[config.mk]
export PLATFORM = sky130hd
export DESIGN_NAME = muldiv_unit_flat
export DESIGN_NICKNAME = d
export VERILOG_FILES = /design/src/rtl/muldiv_pkg.sv /design/src/rtl/muldiv_if.sv /design/src/rtl/muldiv_step.sv /design/src/rtl/muldiv_unit.sv /design/src/flat_wrapper.sv
export SDC_FILE = /design/constraint.sdc
export NUM_CORES = 1
export LEC_CHECK = 0
export ABC_AREA = 1
export CAP_MARGIN = 20
export CELL_PAD_IN_SITES_DETAIL_PLACEMENT = 1
export CELL_PAD_IN_SITES_GLOBAL_PLACEMENT = 2
export CORE_UTILIZATION = 31
export DETAILED_ROUTE_END_ITERATION = 10
export PLACE_DENSITY = 0.88
export SLEW_MARGIN = 0
export SYNTH_ARGS = -nofsm -noshare
export SYNTH_HDL_FRONTEND = slang
export SYNTH_SLANG_ARGS = --single-unit
[constraint.sdc]
create_clock -name clk -period 7.3 [get_ports clk]
set_clock_uncertainty 0.2 [all_clocks]
set_input_delay 1.095 -clock clk [delete_from_list [all_inputs] [get_ports clk]]
set_output_delay 1.095 -clock clk [all_outputs]
set_load 0.02 [all_outputs]
[src/rtl/muldiv_pkg.sv]
// Shared encodings for the HI/LO multiply/divide sequencer.
package muldiv_pkg;

    localparam int DEF_WIDTH = 32;

    typedef enum logic [1:0] {
        OP_MULTU = 2'b00,
        OP_MULT  = 2'b01,
        OP_DIVU  = 2'b10,
        OP_DIV   = 2'b11
    } op_e;

    typedef enum logic [1:0] {
        IDLE = 2'b00,
        RUN  = 2'b01,
        SIGN = 2'b10
    } state_e;

    function automatic logic op_is_div(input logic [1:0] op);
        return op[1];
    endfunction

    function automatic logic op_is_signed(input logic [1:0] op);
        return op[0];
    endfunction

endpackage

[src/rtl/muldiv_if.sv]
// Core <-> multiply/divide unit bundle: issue, HI/LO writes, reads and stall.
interface muldiv_if import muldiv_pkg::*; #(
    parameter int WIDTH = DEF_WIDTH
);
    logic             start;
    logic [1:0]       op;
    logic [WIDTH-1:0] a;
    logic [WIDTH-1:0] b;
    logic             hi_we;
    logic             lo_we;
    logic [WIDTH-1:0] wdata;
    logic             read_req;
    logic [WIDTH-1:0] hi;
    logic [WIDTH-1:0] lo;
    logic             busy;
    logic             done;
    logic             stall;

    modport master (
        output start, op, a, b, hi_we, lo_we, wdata, read_req,
        input  hi, lo, busy, done, stall
    );

    modport slave (
        input  start, op, a, b, hi_we, lo_we, wdata, read_req,
        output hi, lo, busy, done, stall
    );
endinterface

[src/rtl/muldiv_step.sv]
// One combinational iteration: shift-add multiply or restoring shift-subtract divide.
module muldiv_step import muldiv_pkg::*; #(
    parameter int WIDTH = DEF_WIDTH
) (
    input  logic [2*WIDTH-1:0] acc,
    input  logic [WIDTH-1:0]   operand,
    input  logic               div_mode,
    output logic [2*WIDTH-1:0] acc_next,
    output logic               q_bit
);
    logic [WIDTH:0] sum;
    logic [WIDTH:0] rem;
    logic [WIDTH:0] diff;

    always_comb begin
        sum  = {1'b0, acc[2*WIDTH-1:WIDTH]} + (acc[0] ? {1'b0, operand} : '0);
        rem  = {acc[2*WIDTH-1:WIDTH], acc[WIDTH-1]};
        diff = rem - {1'b0, operand};
        q_bit    = 1'b0;
        acc_next = {sum, acc[WIDTH-1:1]};
        if (div_mode) begin
            // Partial remainder stays below 2*divisor, so diff[WIDTH] is a true sign bit.
            q_bit    = ~diff[WIDTH];
            acc_next = {(q_bit ? diff[WIDTH-1:0] : rem[WIDTH-1:0]), acc[WIDTH-2:0], 1'b0};
        end
    end

endmodule

[src/rtl/muldiv_unit.sv]
// Iterative mult/div sequencer owning HI/LO; one bit per cycle, stalls colliding core accesses.
module muldiv_unit import muldiv_pkg::*; #(
    parameter int WIDTH = DEF_WIDTH
) (
    input  logic     clk,
    input  logic     reset,
    muldiv_if.slave  bus
);
    localparam int CNT_W = $clog2(WIDTH);

    state_e             state_q, state_d;
    logic [CNT_W-1:0]   cnt_q, cnt_d;
    logic [2*WIDTH-1:0] acc_q, acc_d;
    logic [WIDTH-1:0]   opnd_q, opnd_d;
    logic               is_div_q, is_div_d;
    logic               neg_res_q, neg_res_d;
    logic               neg_rem_q, neg_rem_d;
    logic [WIDTH-1:0]   hi_q, hi_d;
    logic [WIDTH-1:0]   lo_q, lo_d;
    logic               done_q, done_d;

    logic [WIDTH-1:0]   mag_a, mag_b;
    logic               op_signed, op_div;
    logic [2*WIDTH-1:0] step_acc;
    logic               step_q;

    muldiv_step #(.WIDTH(WIDTH)) u_step (
        .acc      (acc_q),
        .operand  (opnd_q),
        .div_mode (is_div_q),
        .acc_next (step_acc),
        .q_bit    (step_q)
    );

    always_comb begin
        op_signed = op_is_signed(bus.op);
        op_div    = op_is_div(bus.op);
        mag_a     = (op_signed && bus.a[WIDTH-1]) ? -bus.a : bus.a;
        mag_b     = (op_signed && bus.b[WIDTH-1]) ? -bus.b : bus.b;
    end

    always_comb begin
        state_d   = state_q;
        cnt_d     = cnt_q;
        acc_d     = acc_q;
        opnd_d    = opnd_q;
        is_div_d  = is_div_q;
        neg_res_d = neg_res_q;
        neg_rem_d = neg_rem_q;
        hi_d      = hi_q;
        lo_d      = lo_q;
        done_d    = 1'b0;
        case (state_q)
            IDLE: begin
                if (bus.start) begin
                    state_d   = RUN;
                    cnt_d     = '0;
                    is_div_d  = op_div;
                    acc_d     = {{WIDTH{1'b0}}, (op_div ? mag_a : mag_b)};
                    opnd_d    = op_div ? mag_b : mag_a;
                    // Divide by zero must leave the all-ones quotient un-negated.
                    neg_res_d = op_signed && (bus.a[WIDTH-1] ^ bus.b[WIDTH-1])
                                && !(op_div && (bus.b == '0));
                    neg_rem_d = op_signed && bus.a[WIDTH-1];
                end else begin
                    if (bus.hi_we) hi_d = bus.wdata;
                    if (bus.lo_we) lo_d = bus.wdata;
                end
            end
            RUN: begin
                acc_d = step_acc | {{(2*WIDTH-1){1'b0}}, step_q};
                cnt_d = cnt_q + CNT_W'(1);
                if (cnt_q == CNT_W'(WIDTH-1)) state_d = SIGN;
            end
            SIGN: begin
                if (is_div_q) begin
                    lo_d = neg_res_q ? -acc_q[WIDTH-1:0] : acc_q[WIDTH-1:0];
                    hi_d = neg_rem_q ? -acc_q[2*WIDTH-1:WIDTH] : acc_q[2*WIDTH-1:WIDTH];
                end else begin
                    {hi_d, lo_d} = neg_res_q ? -acc_q : acc_q;
                end
                done_d  = 1'b1;
                state_d = IDLE;
            end
            default: state_d = IDLE;
        endcase
    end

    always_ff @(posedge clk or posedge reset) begin
        if (reset) begin
            state_q   <= IDLE;
            cnt_q     <= '0;
            acc_q     <= '0;
            opnd_q    <= '0;
            is_div_q  <= 1'b0;
            neg_res_q <= 1'b0;
            neg_rem_q <= 1'b0;
            hi_q      <= '0;
            lo_q      <= '0;
            done_q    <= 1'b0;
        end else begin
            state_q   <= state_d;
            cnt_q     <= cnt_d;
            acc_q     <= acc_d;
            opnd_q    <= opnd_d;
            is_div_q  <= is_div_d;
            neg_res_q <= neg_res_d;
            neg_rem_q <= neg_rem_d;
            hi_q      <= hi_d;
            lo_q      <= lo_d;
            done_q    <= done_d;
        end
    end

    assign bus.hi    = hi_q;
    assign bus.lo    = lo_q;
    assign bus.busy  = (state_q != IDLE);
    assign bus.done  = done_q;
    assign bus.stall = bus.busy & (bus.read_req | bus.start | bus.hi_we | bus.lo_we);

endmodule

[src/flat_wrapper.sv]
// flat-port wrapper written by rule: the top's interface ports become plain ports
module muldiv_unit_flat import muldiv_pkg::*;
#(
    parameter int WIDTH = DEF_WIDTH
)
  (clk, reset, bus_start, bus_op, bus_a, bus_b, bus_hi_we, bus_lo_we, bus_wdata, bus_read_req, bus_hi, bus_lo, bus_busy, bus_done, bus_stall);
  muldiv_if #(.WIDTH(WIDTH)) bus_i ();
  input  logic clk;
  input  logic reset;
  input wire logic [$bits(bus_i.start)-1:0] bus_start;
  input wire logic [$bits(bus_i.op)-1:0] bus_op;
  input wire logic [$bits(bus_i.a)-1:0] bus_a;
  input wire logic [$bits(bus_i.b)-1:0] bus_b;
  input wire logic [$bits(bus_i.hi_we)-1:0] bus_hi_we;
  input wire logic [$bits(bus_i.lo_we)-1:0] bus_lo_we;
  input wire logic [$bits(bus_i.wdata)-1:0] bus_wdata;
  input wire logic [$bits(bus_i.read_req)-1:0] bus_read_req;
  output wire logic [$bits(bus_i.hi)-1:0] bus_hi;
  output wire logic [$bits(bus_i.lo)-1:0] bus_lo;
  output wire logic [$bits(bus_i.busy)-1:0] bus_busy;
  output wire logic [$bits(bus_i.done)-1:0] bus_done;
  output wire logic [$bits(bus_i.stall)-1:0] bus_stall;
  assign bus_i.start = bus_start;
  assign bus_i.op = bus_op;
  assign bus_i.a = bus_a;
  assign bus_i.b = bus_b;
  assign bus_i.hi_we = bus_hi_we;
  assign bus_i.lo_we = bus_lo_we;
  assign bus_i.wdata = bus_wdata;
  assign bus_i.read_req = bus_read_req;
  assign bus_hi = bus_i.hi;
  assign bus_lo = bus_i.lo;
  assign bus_busy = bus_i.busy;
  assign bus_done = bus_i.done;
  assign bus_stall = bus_i.stall;
  muldiv_unit #(.WIDTH(WIDTH)) u_core (.clk(clk), .reset(reset), .bus(bus_i));
endmodule
; Yosys cells after proc, flatten, opt, wreduce, memory -nomap -nowiden
; Cells that the tools add are included.
[word_totals]
wordCells = 76
ff_bits = 171
output_inout_bits = 67
inputBits = 104
[op_classes]
addsub = 8
n_bitwise = 7
mux = 27
n_reduce_logical = 16
n_eq_ne = 8
[op_table]
columns = cell, count
row1 = 32-bit 2-to-1 mux, 14
row2 = 64-bit 2-to-1 mux, 3
row3 = 32-bit negation, 4
row4 = 32-bit one-hot mux with 2 select lines, 2
row5 = 64-bit one-hot mux with 2 select lines, 1
row6 = 64-bit negation, 1
row7 = 64-bit by 1-bit OR with 64-bit output, 1
row8 = 32-bit by 33-bit adder with 33-bit output, 1
row9 = 33-bit by 32-bit subtractor with 33-bit output, 1
row10 = 32-bit logical NOT, 1
row11 = 5-bit one-hot mux with 2 select lines, 1
row12 = "2-bit inequality test, second input constant", 4
row13 = 2-bit AND reduction, 3
row14 = 3-bit AND reduction, 2
row15 = 2-bit nonzero test, 3
row16 = "5-bit by 1-bit adder with 5-bit output, second input constant", 1
row17 = "5-bit equality test, second input constant", 1
row18 = 1-bit logical AND, 5
row19 = 5-bit 2-to-1 mux, 1
row20 = 2-bit 2-to-1 mux, 2
row21 = 2-bit one-hot mux with 2 select lines, 1
row22 = 1-bit OR, 3
row23 = "2-bit by 1-bit equality test with 1-bit output, second input constant", 1
row24 = "2-bit equality test, second input constant", 1
row25 = 7 further kinds, 8

; Longest topological paths before layout
[logic_depth]
word_depth = 5
depth_mapped = 20
depth_no_buf = 19

; By module
; From an unflattened synthesis, not the netlist that was laid out.
[unflattened]
hier_cells = 3022
area_unflattened_um2 = 17971.0
[modules_own_cells]
columns = mod, area_per_inst_um2, cells_each, seq_area_each_um2, instances
row1 = muldiv_unit, 11732.5, 1712, 4279.1, 1
row2 = muldiv_step, 6238.5, 1310, 0.0, 1

; Worst setup path after synthesis
; Ideal clock, no wire load.
[synth_timing]
path_type = input port to output port
startpoint = input bus_start
endpoint = output bus_stall
arrival_time_ns = 1.500
path_stages = 2
setup_slack_ns = 4.505
required_ns = 6.005
cell_sequence = inv_1 a21oi_1
[synth_between]
elab_chain_cells = 4
[synth_lines]
columns = item, line_no
row1 = start: declaration, flat_wrapper.sv:10  ; input wire logic [$bits(bus_i.start)-1:0] bus_start;
row2 = 1-bit OR (3 in a row), muldiv_unit.sv:119  ; assign bus.stall = bus.busy & (bus.read_req | bus.start | bus.hi_we | bus.lo_we);
row3 = 1-bit AND, muldiv_unit.sv:119
row4 = end: declaration, flat_wrapper.sv:22  ; output wire logic [$bits(bus_i.stall)-1:0] bus_stall;
; No other way between the ends.

; Worst setup path in the final report
[layout_timing]
startpoint = register u_core.acc_q[31]
endpoint = register u_core.acc_q[0]
[layout_between]
elab_chain_cells = 5
[layout_lines]
columns = item, line_no
row1 = start: declaration, muldiv_unit.sv:13  ; logic [2*WIDTH-1:0] acc_q, acc_d;
row2 = start signal: assignment, muldiv_unit.sv:93  ; acc_q <= '0;
row3 = start signal: assignment, muldiv_unit.sv:104  ; acc_q <= acc_d;
row4 = 33-bit by 32-bit subtractor with 33-bit output, muldiv_step.sv:18  ; diff = rem - {1'b0, operand};
row5 = 1-bit inverter, muldiv_step.sv:23  ; q_bit = ~diff[WIDTH];
row6 = 1-bit 2-to-1 mux, muldiv_step.sv:21  ; if (div_mode) begin
row7 = 64-bit by 1-bit OR with 64-bit output, muldiv_unit.sv:71  ; acc_d = step_acc | {{(2*WIDTH-1){1'b0}}, step_q};
row8 = 64-bit one-hot mux with 2 select lines, muldiv_unit.sv:53  ; case (state_q)
; No other way between the ends.
; A chain may end at the register's enable or synchronous reset.

==> results_dict.tcl <==
set metrics [dict create \
    drv_slew 0 \
    cts_tree "done" \
    ys_warn_count 0 \
    die_area_um2 59000 \
    nNetsFinal 3355 \
    fp.coreArea_um2 56800 \
    synth_top_cell_area_share 0.238 \
    drc 0 \
    wl_per_cell_um 23.2 \
    r2r_slack_ns 3.48 \
    grt_usage 0.310 \
    vias_per_cell 5.42 \
    synth_edf_count 0 \
    fin_crit_sh 0.523 \
    start_kind "flip-flop" \
    ios 171 \
    ctsResizeCount 0 \
    firstDrtPassIters 5 \
    ys_types 57 \
    cp.required_ns 7.46 \
    maxSlewHeadroom 0.291 \
    syn_to_final_growth_pct 16.7 \
    io_buffers 170 \
    ctsRootBufferMaster "clkbuf_16" \
    crit_top_cell "nand2_1" \
    max_stage_delay_ns 0.57 \
    ir_drop_mv 0.257 \
    end_kind "flip-flop" \
    drt_iter0_markers 1623 \
    place_inst 3916 \
    final_cell_count_no_fill 3949 \
    h-tree-depth 4 \
    drtAntennaViolNets 0 \
    crit_fanout 31 \
    netlist_top_cells_area "dfrtp_1, nand2_1, nand3_1, inv_1, nor2_1" \
    tns_ns 0 \
    path_cells "inv_1, ha_1, fa_1, inv_1, nand2_1, nand2_1, nand3_1, nand2_2, nand2_2, nand2_2, nand2_4, nand2_2, nand2_2, nand2_4, nand2_1, nand2_1, nand2_1, nand2_1, o21ai_0" \
    syn_inst 3072 \
    grt_setup_unrepaired "no" \
    overflow 0 \
    syn_nets 3248 \
    path_delay_family "simple AND/OR/NAND/NOR gates" \
    synth_top_cell_by_area "dfrtp_1" \
    drv_cap 0 \
    cts_max_path_buffers 2 \
    cts_buffers 17 \
    drive_gt1_frac 0.0410 \
    dieWidth_um 243 \
    rows 87 \
    fmaxAchievable_ghz 0.262 \
    ys_seq_elements 171 \
    p_leak_uw 0.0102 \
    vias 21400 \
    grt_pass1_wl_um 138000 \
    syn_avg_cell_area_um2 5.85 \
    setup_violations 0 \
    path_class "reg2reg" \
    grt_pass1_vias 21800 \
    outcome "finished, final reports clean" \
    hold_viol_final 0 \
    tightest_slew_ns 1.06 \
    crit_slowest_cell "dfrtp_1" \
    cts_setup_buffers 0 \
    hold_class "reg2reg" \
    seq_area_frac_synth 0.238 \
    post-route-min-period_ns 3.82 \
    clock_latency_ns 0.50 \
    clkTransAtPathRegs_ns 0.08 \
    ys_async_sr_fraction 1.00 \
    antenna_found_initial 1 \
    place.gp.congestion 0.983 \
    synth_area_um2 18000 \
    cellPowerDensity_nw_per_um2 528 \
    ys.flop_type "dfrtp_1" \
    grt_max_degree 172 \
    fp.dieH_um 243 \
    cp_num_buf_inv 2 \
    place_hpwl_um 74600 \
    cts_sinks 171 \
    initial_utilization 0.317 \
    wl_um 91400 \
    worst_ep_arrival_time_ns 3.98 \
    hold_buffers 0 \
]
## state kept, by name (all words and copies together), names as in the netlist, 2 cells and up
name	cells
u_core.acc_q	64
u_core.bus.hi	32
u_core.bus.lo	32
u_core.opnd_q	32
u_core.cnt_q	5
u_core.state_q	2
## layout by cell type, fill, tap and decap left out, drive strengths merged, types with 3 or more instances in the layout
cell type and count:
o21ai 201, dfrtp 171, xor2 37, o21bai 18
o211ai 47, a31oi 7, clkdlybuf4s50 170, nor2 292
clkinv 6, clkbuf 19, nand3b 10, o31ai 4
xnor2 18, inv 428, nor4 7, o22ai 3
o221ai 12, or2 10, buf 25, nand4 35
a21oi 148, and2 4, nand2 1024, a22oi 14
a21boi 18, ha 70, o21a 5, nor3 34
nand3 339
## cells in the mapped netlist (19+ instances only)
library cell / n
nor3_1: 30
nand3_1: 336
a21oi_1: 144
nor2_1: 270
inv_1: 416
ha_1: 70
xor2_1: 37
o211ai_1: 47
nand2_1: 1009
o21ai_0: 184
clkbuf_1: 66
nand4_1: 35
nor2_2: 19
dfrtp_1: 171
## through the flow
step | hold slack [ns] | total power (uW) | setup slack, ns | cell area (um2) | util
floorplan | 0.272 | 7130 | 1.37 | 18000 | -
global placement | 0.276 | 9880 | 3.00 | 20400 | 0.359
detailed placement | 0.284 | 10100 | 2.97 | 20400 | 0.359
CTS | 0.301 | 11100 | 3.47 | 21000 | 0.369
global route | 0.319 | 12000 | 3.22 | 21000 | 0.369
finish | 0.308 | 11100 | 3.48 | 21000 | 0.369
## where the power goes
group          internal (uW)  switching, uW  total (uW)
registers               1440            750        2190
clock network            469            487         956
logic                   2570           5360        7940
total                   4480           6600       11100
## per-layer routing
metal / up-vias / GRT usage / share of wire
met5: - / 0 / 0
met4: 0 / 0.115 / 0.037
met3: 135 / 0.0406 / 0.048
met2: 650 / 0.506 / 0.46
met1: 10500 / 0.416 / 0.45
li1: 10100 / - / -
## cell families (layout without fill, tap and decap cells)
group                      Yosys count  in the layout  share of synthesized area
other                                0              1                          0
muxes                                1              1                   0.000626
and+or+nand+nor                   1758           1758                      0.413
xor gates and xnor gates            55             55                     0.0268
DFF                                171            171                      0.238
adders and majority gates           72             72                     0.0509
AOI/OAI and AO/OA                  485            485                      0.156
buffers and inverters              530            650                      0.115
## final timing paths
check | startpoint | end | depth (start not counted)
min reg2reg | u_core.bus.lo[30]$_DFFE_PP0P_ | u_core.bus.lo[30]$_DFFE_PP0P_ | 2
min | u_core.bus.lo[30]$_DFFE_PP0P_ | u_core.bus.lo[30]$_DFFE_PP0P_ | 2
min in group asynchronous | reset | u_core.bus.hi[22]$_DFFE_PP0P_ | 3
max | u_core.acc_q[31]$_DFFE_PP0P_ | u_core.acc_q[0]$_DFFE_PP0P_ | 19
max in group asynchronous | reset | u_core.is_div_q$_DFFE_PP0P_ | 3
max reg2reg | u_core.acc_q[31]$_DFFE_PP0P_ | u_core.acc_q[0]$_DFFE_PP0P_ | 19
## area by class of cell
class	count	area, um2
Fill cell	7615	35800
Multi-Input combinational cell	2371	11700
Sequential cell	171	4280
Timing Repair Buffer	195	1900
Inverter	423	1590
Tap cell	756	946
Clock buffer	19	453
Clock inverter	13	130
Antenna cell	1	2.50
## worst reg2reg max path, cell delays in order, from the launching register on
cell and delay (ns):
dfrtp_1 0.57, inv_1 0.24, ha_1 0.27, fa_1 0.42, inv_1 0.13, nand2_1 0.07, nand2_1 0.11, nand3_1 0.09
nand2_2 0.13, nand2_2 0.06, nand2_2 0.15, nand2_4 0.08, nand2_2 0.08, nand2_2 0.06, nand2_4 0.35, nand2_1 0.28
nand2_1 0.11, nand2_1 0.07, nand2_1 0.08, o21ai_0 0.12
Power figures use the tool's default switching activity.
